===== src/rtl/riscv_div_ctrl.sv =====
// rtl/riscv_div_ctrl.sv - iterative restoring divide/remainder controller for the EX stage
module riscv_div_ctrl #(
    parameter int WIDTH = 32
) (
    input  logic             clk,
    input  logic             rst_n,
    input  logic             enable_i,
    input  logic [1:0]       operator_i,
    input  logic [WIDTH-1:0] op_a_i,
    input  logic [WIDTH-1:0] op_b_i,
    input  logic             kill_i,
    input  logic             ex_ready_i,
    output logic [WIDTH-1:0] result_o,
    output logic             ready_o,
    output logic             multicycle_o
);

    typedef enum logic [1:0] {IDLE, CALC, FINISH} state_e;

    state_e           state_q, state_d;
    logic [4:0]       cnt_q, cnt_d;
    logic [WIDTH:0]   r_q, r_d;
    logic [WIDTH-1:0] q_q, q_d;
    logic [WIDTH-1:0] div_q, div_d;
    logic             rem_q, rem_d;
    logic             neg_q, neg_d;
    logic [WIDTH-1:0] res_q, res_d;

    logic             signed_op, a_neg, b_neg, b_zero, ovf;
    logic [WIDTH-1:0] abs_a, abs_b;
    logic [WIDTH:0]   trial, diff, r_step;
    logic             ge;
    logic [WIDTH-1:0] q_step, fin_q, fin_r;

    always_comb begin
        signed_op = ~operator_i[0];
        a_neg     = signed_op & op_a_i[WIDTH-1];
        b_neg     = signed_op & op_b_i[WIDTH-1];
        abs_a     = a_neg ? -op_a_i : op_a_i;
        abs_b     = b_neg ? -op_b_i : op_b_i;
        b_zero    = (op_b_i == '0);
        ovf       = signed_op && (op_a_i == {1'b1, {(WIDTH-1){1'b0}}}) && (op_b_i == '1);

        // One restoring step: shift next dividend bit into R, subtract if it fits.
        trial  = {r_q[WIDTH-1:0], q_q[WIDTH-1]};
        diff   = trial - {1'b0, div_q};
        ge     = (trial >= {1'b0, div_q});
        r_step = ge ? diff : trial;
        q_step = {q_q[WIDTH-2:0], ge};
        fin_q  = neg_q ? -q_step : q_step;
        fin_r  = neg_q ? -r_step[WIDTH-1:0] : r_step[WIDTH-1:0];
    end

    always_comb begin
        state_d = state_q;
        cnt_d   = cnt_q;
        r_d     = r_q;
        q_d     = q_q;
        div_d   = div_q;
        rem_d   = rem_q;
        neg_d   = neg_q;
        res_d   = res_q;
        if (kill_i) begin
            state_d = IDLE;
        end else begin
            case (state_q)
                IDLE: begin
                    if (enable_i) begin
                        rem_d = operator_i[1];
                        if (b_zero) begin
                            res_d   = operator_i[1] ? op_a_i : '1;
                            state_d = FINISH;
                        end else if (ovf) begin
                            res_d   = operator_i[1] ? '0 : {1'b1, {(WIDTH-1){1'b0}}};
                            state_d = FINISH;
                        end else begin
                            r_d     = '0;
                            q_d     = abs_a;
                            div_d   = abs_b;
                            cnt_d   = 5'd31;
                            neg_d   = operator_i[1] ? a_neg : (a_neg ^ b_neg);
                            state_d = CALC;
                        end
                    end
                end
                CALC: begin
                    r_d = r_step;
                    q_d = q_step;
                    if (cnt_q == 5'd0) begin
                        res_d   = rem_q ? fin_r : fin_q;
                        state_d = FINISH;
                    end else begin
                        cnt_d = cnt_q - 5'd1;
                    end
                end
                FINISH: begin
                    if (ex_ready_i) state_d = IDLE;
                end
                default: state_d = IDLE;
            endcase
        end
    end

    always_ff @(posedge clk or negedge rst_n) begin
        if (!rst_n) begin
            state_q <= IDLE;
            cnt_q   <= '0;
            r_q     <= '0;
            q_q     <= '0;
            div_q   <= '0;
            rem_q   <= 1'b0;
            neg_q   <= 1'b0;
            res_q   <= '0;
        end else begin
            state_q <= state_d;
            cnt_q   <= cnt_d;
            r_q     <= r_d;
            q_q     <= q_d;
            div_q   <= div_d;
            rem_q   <= rem_d;
            neg_q   <= neg_d;
            res_q   <= res_d;
        end
    end

    assign result_o     = res_q;
    assign ready_o      = ((state_q == IDLE) && !enable_i) || (state_q == FINISH);
    assign multicycle_o = (state_q != IDLE);

endmodule

===== config.mk =====
export PLATFORM = sky130hd
export DESIGN_NAME = riscv_div_ctrl
export DESIGN_NICKNAME = d
export VERILOG_FILES = /design/src/rtl/riscv_div_ctrl.sv
export SDC_FILE = /design/constraint.sdc
export NUM_CORES = 1
export LEC_CHECK = 0
export ABC_AREA = 1
export CORE_MARGIN = 1
export CORE_UTILIZATION = 45
export CTS_CLUSTER_DIAMETER = 30
export CTS_CLUSTER_SIZE = 8
export DETAILED_ROUTE_END_ITERATION = 8
export GPL_TIMING_DRIVEN = 0
export SLEW_MARGIN = 40
export SYNTH_ARGS = -nofsm -noshare
export SYNTH_HDL_FRONTEND = slang
export SYNTH_SLANG_ARGS = --single-unit
export TNS_END_PERCENT = 50

===== constraint.sdc =====
create_clock -name clk -period 9.15 [get_ports clk]
set_clock_uncertainty 0.15 [all_clocks]
set_input_delay 1.83 -clock clk [delete_from_list [all_inputs] [get_ports clk]]
set_output_delay 1.83 -clock clk [all_outputs]
set_load 0.01 [all_outputs]

Word-level counts from Yosys, hierarchy flattened --
Cells that the tools add are included.
Storage, ports and cells: register bits after elaboration 137, output and inout bits 34
Cells by class: reduce and logical (&&, ||, !) cells 16, eq/ne operators 13, add/subtract/negate cells 6, order comparisons 1, muxes and demuxes 34, bitwise logic cells 7
Operator list (number):
- $mux W32 | 18
- $pmux W32 S2 | 3
- $neg A32 Y32 | 4
- $eq A32 B32 Y1 const B | 2
- $ge A33 B32 Y1 | 1
- $logic_not A32 Y1 | 1
- $sub A32 B32 Y32 | 1
- $mux W5 | 4
- $reduce_and A5 Y1 | 3
- $mux W2 | 6
- $ne A3 B3 Y1 const B | 4
- $ne A2 B2 Y1 const B | 5
- $pmux W5 S2 | 1
- $pmux W2 S3 | 1
- $reduce_and A3 Y1 | 2
- $reduce_and A6 Y1 | 1
- $logic_not A5 Y1 | 1
- $sub A5 B1 Y5 const B | 1
- $not A1 Y1 | 4
- $reduce_bool A2 Y1 | 2
- $logic_and A1 B1 Y1 | 3
- $and A1 B1 Y1 | 2
- $eq A2 B1 Y1 const B | 1
- $eq A2 B2 Y1 const B | 1
- 5 further kinds | 5

Logic depth before layout (Yosys ltp) --
Gate-level depths: netlist of the first run.
depth after elaboration 8, mapped depth 31

Worst setup path before layout of the first run --
No wires, ideal clock.
path kind input -> register, from input port op_b_i[0], to register res_q[31], in the netlist result_o[31], path buffers 1, cell stages on the path 17, required time 8871 ps, arrival 3826 ps, setup slack 5045 ps, setup time 129 ps, path through inv_1 -> ha_1 -> inv_1 -> nor3_1 -> nor3b_1 -> inv_1 -> nor3_2 -> nand2_1 -> nor2_1 -> inv_1 -> nor2_1 -> nand3_1 -> nand3_1 -> nand2_1 -> buf_2 -> a221oi_1 -> a21oi_2
On the way: cells in the longest elaborated chain, start to end 4
Ends and longest elaborated chain:
- start: declaration | RTL line 10 | input logic [WIDTH-1:0] op_b_i,
- $eq A32 B32 Y1 or $logic_not A32 Y1 (tied branches) | RTL line 42, 41
- $logic_and A1 B1 Y1 or $mux W32 (tied branches) | RTL line 42, 70
- $ne A3 B3 Y1 (no line) or $mux W32 (tied branches)
- $reduce_and A5 Y1 (no line) or $pmux W32 S2 (tied branches)
- end signal: assignment | RTL line 122 | res_q <= res_d;
- end: declaration | RTL line 27 | logic [WIDTH-1:0] res_q, res_d;
Parallel ways exist; a longest one is shown, timed or not. The select of a mux whose other input is x is not followed. A chain may end at the register's enable or synchronous reset.

Final worst setup path of the first run --
from input port op_a_i[0], to register q_q[30]
On the way: cells in the longest elaborated chain, start to end 6
Ends and longest elaborated chain:
- start: declaration | RTL line 9 | input logic [WIDTH-1:0] op_a_i,
- $neg A32 Y32 | RTL line 39 | abs_a = a_neg ? -op_a_i : op_a_i;
- $mux W32 | RTL line 39
- $mux W32 | RTL line 73 | end else if (ovf) begin
- $mux W32 | RTL line 70 | if (b_zero) begin
- $mux W32 | RTL line 68 | if (enable_i) begin
- $pmux W32 S2 | RTL line 66 | case (state_q)
- end signal: assignment | RTL line 118 | q_q <= q_d;
- end: declaration | RTL line 23 | logic [WIDTH-1:0] q_q, q_d;
Parallel ways exist; a longest one is shown, timed or not. The select of a mux whose other input is x is not followed.

==> results.rst, run 1 <==
.. list-table::
   :header-rows: 1

   * - Metric
     - Value
   * - FP Rows
     - 60
   * - Number of global-route vias before repair
     - 12806
   * - Worst-margin pin slew
     - 0.8764 ns
   * - First-iteration detailed-routing DRC count
     - 1538
   * - Number of enable-type register cells in the synthesized netlist
     - 0
   * - Clk slew on worst S/H paths
     - 0.08 ns
   * - HPWL after DPL
     - 38260 µm
   * - Port buffer count
     - 104
   * - Final setup violation count
     - 0
   * - 1st-pass router iterations
     - 6
   * - Number of placed instances, taps included
     - 2495
   * - Die Ht
     - 168.8 µm
   * - Post-CTS Hold Buffers
     - 0
   * - Vias per Instance
     - 5.507
   * - Initial cell density of the core
     - 0.4618
   * - Area share of the largest cell type after synthesis
     - 0.2739
   * - Area of the die
     - 28480 µm²
   * - Max capacitance violation total
     - 0
   * - Sequential-to-total area share from yosys stat
     - 0.2739
   * - RSZ-0062 raised after global routing
     - false
   * - Top cells by area, synth
     - sky130_fd_sc_hd__dfrtp_1 (27%), sky130_fd_sc_hd__nand2_1 (17%), sky130_fd_sc_hd__o21ai_0 (7.9%), sky130_fd_sc_hd__inv_1 (7.5%), sky130_fd_sc_hd__nor2_1 (6.0%)
   * - Kind of end point of the critical path
     - flip-flop
   * - Register bit total from synthesis
     - 137
   * - Remaining global-route overflow
     - 0
   * - Area inside the core boundary
     - 27100 µm²
   * - Post-cts sizing count
     - 0
   * - Initial antenna violation count
     - 0
   * - Average wire per cell in the routed design
     - 19.16 µm
   * - Required time reported for the critical path endpoint
     - 9.35 ns
   * - Vias
     - 13915
   * - Global-route wire length before repair
     - 73850 µm
   * - Highest achievable clock rate
     - 183.2 MHz
   * - Critical setup path kind
     - input port to flip-flop
   * - Number of fill cells
     - 2858
   * - Clock Tree Buf Depth
     - 2
   * - Total count of max-transition violations in the final report
     - 0
   * - Period Utilization, post-route
     - 0.5966
   * - CTS Root Buffer Type
     - sky130_fd_sc_hd__clkbuf_16
   * - Unique masters post-synth
     - 55
   * - Run status
     - completed
   * - Area Growth Syn to Fin
     - 17.20%
   * - Static power due to leakage
     - 7.130 nW
   * - Worst ir drop on vdd
     - 0.0002090 V
   * - Synthesis warning total
     - 0
   * - Power density over cell area
     - 331.0 nW/µm²
   * - Final Instance Count excl. Fillers
     - 2527
   * - CP Launch Type
     - input port
   * - Post-synthesis net count
     - 2128
   * - Post-CTS setup-driven buffer insertion count
     - 0
   * - Clock insertion delay at the later pin of the skew report
     - 0.44 ns
   * - Synthesized area per cell
     - 6.205 µm²
   * - Worst min path class
     - flip-flop to flip-flop
   * - Share of layout cells above drive strength 1
     - 0.07285
   * - Die width
     - 168.8 µm
   * - Fin nets
     - 2253
   * - DRC
     - 0
   * - GP Congestion
     - 0.9750
   * - Normalized max-slew margin
     - 0.4157
   * - Clock tree sinks
     - 137
   * - Hold slack
     - 0.3298 ns
   * - Total clock buffers created by CTS
     - 17
   * - Crit path arrival time
     - 5.66 ns
   * - I/O pin cnt
     - 105
   * - Total routing usage reported by global routing
     - 0.3443
   * - Shortest period the worst path allows
     - 5.459 ns
   * - Top_reg_cell synth
     - sky130_fd_sc_hd__dfrtp_1
   * - Endpoints failing hold
     - 0
   * - Antenna viol nets, final
     - 0
   * - TritonCTS clock tree
     - built
   * - Async set or reset register ratio after synthesis
     - 1.000
   * - Maximum number of pins on one net before global-route repair
     - 54
   * - Setup_tns
     - 0 ns
   * - Post-synthesis instance total
     - 2017
   * - Count of H-tree levels built during CTS
     - 4
   * - Register-to-register setup slack
     - 4.20 ns
   * - Total length of routed wires
     - 48430 µm
   * - Biggest area consumer among synthesized cells
     - sky130_fd_sc_hd__dfrtp_1
   * - Synthesized area
     - 12510 µm²
   * - Antenna Cells
     - 0
   * - Maximum net fanout on the critical path
     - 10
==> power breakdown <==
part / internal [W] / switching, W
registers: 0.000818 / 0.000163
logic: 0.00102 / 0.00214
clock network: 0.000386 / 0.000325
total: 0.00223 / 0.00263
==> Yosys cell counts, types with 12 or more instances <==
cell,instances
sky130_fd_sc_hd__nand2_1,579
sky130_fd_sc_hd__inv_1,249
sky130_fd_sc_hd__nor2_1,201
sky130_fd_sc_hd__o21ai_0,197
sky130_fd_sc_hd__dfrtp_1,137
sky130_fd_sc_hd__nand3_1,134
sky130_fd_sc_hd__a21oi_1,86
sky130_fd_sc_hd__clkbuf_1,47
sky130_fd_sc_hd__nor3_1,42
sky130_fd_sc_hd__xor2_1,42
sky130_fd_sc_hd__ha_1,39
sky130_fd_sc_hd__o22ai_1,30
sky130_fd_sc_hd__nand2_2,27
sky130_fd_sc_hd__nand4_1,23
sky130_fd_sc_hd__nor2_2,20
sky130_fd_sc_hd__xnor2_1,15
sky130_fd_sc_hd__inv_2,14
sky130_fd_sc_hd__o211ai_1,14
sky130_fd_sc_hd__o21ai_1,12
==> cell usage in the layout (no fill, tap or decap), drive strengths merged, types with 3 or more instances in the layout <==
cell           netlist  final
nand3b               8      8
clkbuf              48     65
xor2                42     42
o22ai               30     30
nor2               228    228
o211ai              14     14
clkinv               2      7
o21ai              213    213
nand4               24     24
buf                 23     26
ha                  39     39
nor3                46     46
nand2              615    615
a21oi               92     92
xnor2               15     15
clkdlybuf4s50        0    103
o31ai                5      5
dfrtp              137    137
or2                  4      4
nand3              138    138
a31oi                6      6
nor4                 6      6
inv                263    270
o21a                 3      3
==> critical path, cell delays in order <==
cell,delay (ns)
sky130_fd_sc_hd__clkdlybuf4s50_1,0.46
sky130_fd_sc_hd__inv_1,0.17
sky130_fd_sc_hd__ha_1,0.21
sky130_fd_sc_hd__nand3_1,0.19
sky130_fd_sc_hd__nor3_2,0.20
sky130_fd_sc_hd__nand3_1,0.17
sky130_fd_sc_hd__nor2_2,0.27
sky130_fd_sc_hd__nand2_1,0.19
sky130_fd_sc_hd__nor4_2,0.47
sky130_fd_sc_hd__nand3_1,0.19
sky130_fd_sc_hd__nand2_1,0.10
sky130_fd_sc_hd__nand2_1,0.07
sky130_fd_sc_hd__nand2_2,0.22
sky130_fd_sc_hd__inv_2,0.18
sky130_fd_sc_hd__clkbuf_1,0.41
sky130_fd_sc_hd__o22ai_1,0.30
==> area by class of cell <==
cell class / instances / area, µm² / share of cell area
plain buffers: 71 / 339.1 / 0.02312
multi-input cells: 1544 / 7752 / 0.5286
clock buffers: 17 / 425.4 / 0.02901
inverters: 265 / 994.7 / 0.06782
flip-flops and latches: 137 / 3428 / 0.2337
repair buffers: 106 / 1101 / 0.07507
clock inverters: 15 / 160.2 / 0.01092
well taps: 372 / 465.4 / 0.03174
==> logic make-up after synthesis <==
kind of cell	count (synthesis)	synth area share
simple gates	1074	0.3753
compound gates	373	0.1637
buf+inv	336	0.1066
flops	137	0.2739
xor+xnor	57	0.03989
fa+ha+maj	40	0.04059
==> registers in the layout, summed over array words and instances (netlist names) <==
| name | cells |
|---|---|
| rem_q | 1 |
| cnt_q | 5 |
| div_q | 32 |
| neg_q | 1 |
| state_q | 2 |
| result_o | 32 |
| q_q | 32 |
| r_q | 32 |
==> worst paths after layout <==
check / startpoint / to / depth (start not counted)
worst max-delay path: op_a_i[0] / q_q[30] / 16
worst min-delay path: result_o[10] / result_o[10] / 2
worst max register to register: r_q[27] / result_o[30] / 25
worst min register to register: result_o[10] / result_o[10] / 2
max in group asynchronous: rst_n / div_q[16] / 3
min in group asynchronous: rst_n / r_q[7] / 1
==> metrics by stage <==
step	setup slack, ns	total power (W)	util	instance area, µm²
floorplan	5.045	0.003066	-	12510
global placement	0.2559	0.004038	0.5174	14020
detailed placement	3.410	0.004066	0.5196	14080
CTS	3.870	0.004793	0.5412	14670
global route	3.611	0.005213	0.5412	14670
finish	3.691	0.004855	0.5412	14670
==> routing by layer <==
metal  up-vias  share of wire  GRT usage
met5         -              0          0
li1       6781              -          -
met1      6432           0.46     0.4997
met4         0          0.016    0.08063
met3        58          0.086    0.06056
met2       644           0.43     0.5284
Note: power is estimated with default switching activity, not from simulation.
==> run 2: changes to the inputs <==
--- a/config.mk
+++ b/config.mk
@@ -12,6 +12,7 @@
 export CTS_CLUSTER_SIZE = 8
 export DETAILED_ROUTE_END_ITERATION = 8
 export GPL_TIMING_DRIVEN = 0
+export PLACE_DENSITY = 0.67
 export SLEW_MARGIN = 40
 export SYNTH_ARGS = -nofsm -noshare
 export SYNTH_HDL_FRONTEND = slang
==> constraint.sdc (replaced) <==
create_clock -name clk -period 4.6 [get_ports clk]
set_clock_uncertainty 0.15 [all_clocks]
set_input_delay 0.92 -clock clk [delete_from_list [all_inputs] [get_ports clk]]
set_output_delay 0.92 -clock clk [all_outputs]
set_load 0.01 [all_outputs]
==> results.rst, run 2 (synthesis gave the netlist of run 1 again) <==
.. list-table::
   :header-rows: 1

   * - Metric
     - Value
   * - Normalized max-slew margin
     - 0.4680
   * - HPWL after DPL
     - 38510 µm
   * - Vias
     - 14006
   * - Worst ir drop on vdd
     - 0.0003512 V
   * - Initial antenna violation count
     - 1
   * - Static power due to leakage
     - 7.098 nW
   * - 1st-pass router iterations
     - 6
   * - Worst path most repeated cell
     - sky130_fd_sc_hd__nand3_1
   * - Remaining global-route overflow
     - 0
   * - Total length of routed wires
     - 48190 µm
   * - Number of global-route vias before repair
     - 12860
   * - GP Congestion
     - 0.9446
   * - Post-CTS Hold Buffers
     - 0
   * - First-iteration detailed-routing DRC count
     - 1648
   * - Total count of max-transition violations in the final report
     - 0
   * - Area of the die
     - 28480 µm²
   * - Final setup violation count
     - 0
   * - Area after DPL
     - 14050 µm²
   * - Most common cell after layout, fill and taps aside
     - sky130_fd_sc_hd__nand2_1
   * - Antenna Cells
     - 0
   * - Kind of end point of the critical path
     - flip-flop
   * - Design Area, Final
     - 14740 µm²
   * - Highest achievable clock rate
     - 227.8 MHz
   * - Crit-path cells
     - clkdlybuf4s50_1, inv_1, ha_1, nand3_1, nor3_2, nand3_1, nor2_2, nand2_1, nor4_4, nand3_1, nand3_1, nand2_1, buf_2, a221oi_1, a21oi_2
   * - CP Launch Type
     - input port
   * - Critical Path Max Stage Delay
     - 0.49 ns
   * - Port buffer count
     - 104
   * - Power density over cell area
     - 656.5 nW/µm²
   * - Run status
     - completed
   * - Leading cell types in the layout, fill and taps excluded
     - sky130_fd_sc_hd__nand2_1 (577), sky130_fd_sc_hd__inv_1 (241), sky130_fd_sc_hd__nor2_1 (200)
   * - Share of layout cells above drive strength 1
     - 0.08434
   * - TritonCTS clock tree
     - built
   * - Hold slack
     - 0.2963 ns
   * - Endpoints failing hold
     - 0
   * - Post-layout util
     - 0.5438
   * - Max capacitance violation total
     - 0
   * - Maximum number of pins on one net before global-route repair
     - 75
   * - Shortest period the worst path allows
     - 4.389 ns
   * - Critical setup path kind
     - input port to flip-flop
   * - Vias per Instance
     - 5.536
   * - RR Startpoint
     - r_q[27]
   * - Clock insertion delay at the later pin of the skew report
     - 0.44 ns
   * - Maximum net fanout on the critical path
     - 10
   * - Global-route wire length before repair
     - 73910 µm
   * - Number of fill cells
     - 2862
   * - Antenna viol nets, final
     - 0
   * - CTS Root Buffer Type
     - sky130_fd_sc_hd__clkbuf_16
   * - DRC
     - 0
   * - Die Ht
     - 168.8 µm
   * - Clk slew on worst S/H paths
     - 0.08 ns
   * - Total clock buffers created by CTS
     - 17
   * - Count of H-tree levels built during CTS
     - 4
   * - Worst min path class
     - input port to async pin
   * - Kind of cell adding the most delay to the critical path
     - simple AND/OR/NAND/NOR gates
   * - Crit path arrival time
     - 4.56 ns
   * - Initial cell density of the core
     - 0.4618
   * - Total routing usage reported by global routing
     - 0.3437
   * - Slowest stage cell, crit path
     - sky130_fd_sc_hd__clkdlybuf4s50_1
   * - Fin nets
     - 2257
   * - Area Growth Syn to Fin
     - 17.76%
   * - FP Rows
     - 60
   * - Startpoint of the worst setup timing path
     - op_a_i[0]
   * - Die width
     - 168.8 µm
   * - Clock Tree Buf Depth
     - 2
   * - Period Utilization, post-route
     - 0.9541
   * - Average wire per cell in the routed design
     - 19.05 µm
   * - Clock tree sinks
     - 137
   * - Required time reported for the critical path endpoint
     - 4.77 ns
   * - Worst-margin pin slew
     - 0.7979 ns
   * - I/O pin cnt
     - 105
   * - Buffers plus inverters on the worst setup path
     - 3
   * - Area inside the core boundary
     - 27100 µm²
-- run 2: changes by cell type in the layout (fill, tap and decap cells not counted), sizes merged --
cell      previous run  this run
clkinv               7         5
clkbuf              65        66
clkinvlp             2         3
bufinv               1         0
buf                 26        30
-- run 2: worst reg2reg max path, stage by stage (launching register included) --
cell and delay [ns]:
sky130_fd_sc_hd__dfrtp_1 0.39, sky130_fd_sc_hd__ha_1 0.39, sky130_fd_sc_hd__a21oi_1 0.22, sky130_fd_sc_hd__nand2_1 0.14
sky130_fd_sc_hd__a21oi_2 0.18, sky130_fd_sc_hd__nand2_2 0.08, sky130_fd_sc_hd__nor2_4 0.19, sky130_fd_sc_hd__nand2_8 0.10
sky130_fd_sc_hd__inv_4 0.10, sky130_fd_sc_hd__buf_6 0.16, sky130_fd_sc_hd__ha_1 0.19, sky130_fd_sc_hd__nand2_1 0.13
sky130_fd_sc_hd__nor4_4 0.21, sky130_fd_sc_hd__nand4_1 0.13, sky130_fd_sc_hd__buf_4 0.18, sky130_fd_sc_hd__nor2_2 0.13
sky130_fd_sc_hd__nor2_1 0.08, sky130_fd_sc_hd__a21oi_2 0.16, sky130_fd_sc_hd__o21ai_1 0.11, sky130_fd_sc_hd__inv_1 0.10
sky130_fd_sc_hd__o21ai_0 0.11, sky130_fd_sc_hd__a21oi_1 0.20, sky130_fd_sc_hd__o21ai_0 0.11, sky130_fd_sc_hd__nand2_1 0.06
sky130_fd_sc_hd__inv_1 0.04, sky130_fd_sc_hd__nand2_1 0.09, sky130_fd_sc_hd__nand2_1 0.06, sky130_fd_sc_hd__nand2_1 0.05
-- run 2: what timing repair did --
action | 4_1_cts | 5_1_grt
pin swaps | 2 | 3
buffers inserted | 2 | 3
endpoints found under the setup margin | 4 | 74
gates resized for setup | 2 | 28
-- run 2: area by class of cell --
| cell class | count | area (µm²) | share of cell area |
|---|---|---|---|
| inverters | 265 | 1001 | 0.06792 |
| clock inverters | 13 | 108.9 | 0.007387 |
| clock buffers | 18 | 439.2 | 0.02980 |
| well taps | 372 | 465.4 | 0.03158 |
| flip-flops and latches | 137 | 3428 | 0.2326 |
| multi-input cells | 1544 | 7844 | 0.5323 |
| plain buffers | 71 | 339.1 | 0.02301 |
| repair buffers | 110 | 1111 | 0.07540 |
-- run 2: final timing paths --
check                                    end  slack [ns]  cells past startpoint
worst max-delay path            result_o[31]        0.21                     15
worst min-delay path                  r_q[3]        0.30                      1
worst max register to register  result_o[30]        0.29                     27
worst min register to register   result_o[3]        0.33                      2
max in group asynchronous          div_q[30]        3.24                      2
min in group clk                 result_o[3]        0.33                      2
-- run 2: power by group --
part           internal [W]  switching [W]  total [W]  leakage, nW
sequential          0.00163       0.000335    0.00196         1.75
clock              0.000717       0.000630    0.00135        0.268
combinational       0.00208        0.00429    0.00637         5.08
-- run 2: through the flow --
step	total power [W]	setup slack (ns)	cells	TNS [ns]
after floorplan	0.006098	0.8101	2017	0
after global placement	0.008061	-3.382	2493	-467.76
after detailed placement	0.008100	-0.2813	2494	-11.78
after CTS	0.009487	0.02155	2527	0
after global routing	0.01039	-0.02041	2530	-0.02041
final	0.009674	0.2110	2530	0
-- run 2: per-layer routing --
metal / global-route usage / part of all wire
met1: 0.4979 / 0.47
met2: 0.5110 / 0.43
met3: 0.07342 / 0.085
met4: 0.09763 / 0.024
met5: 0 / 0
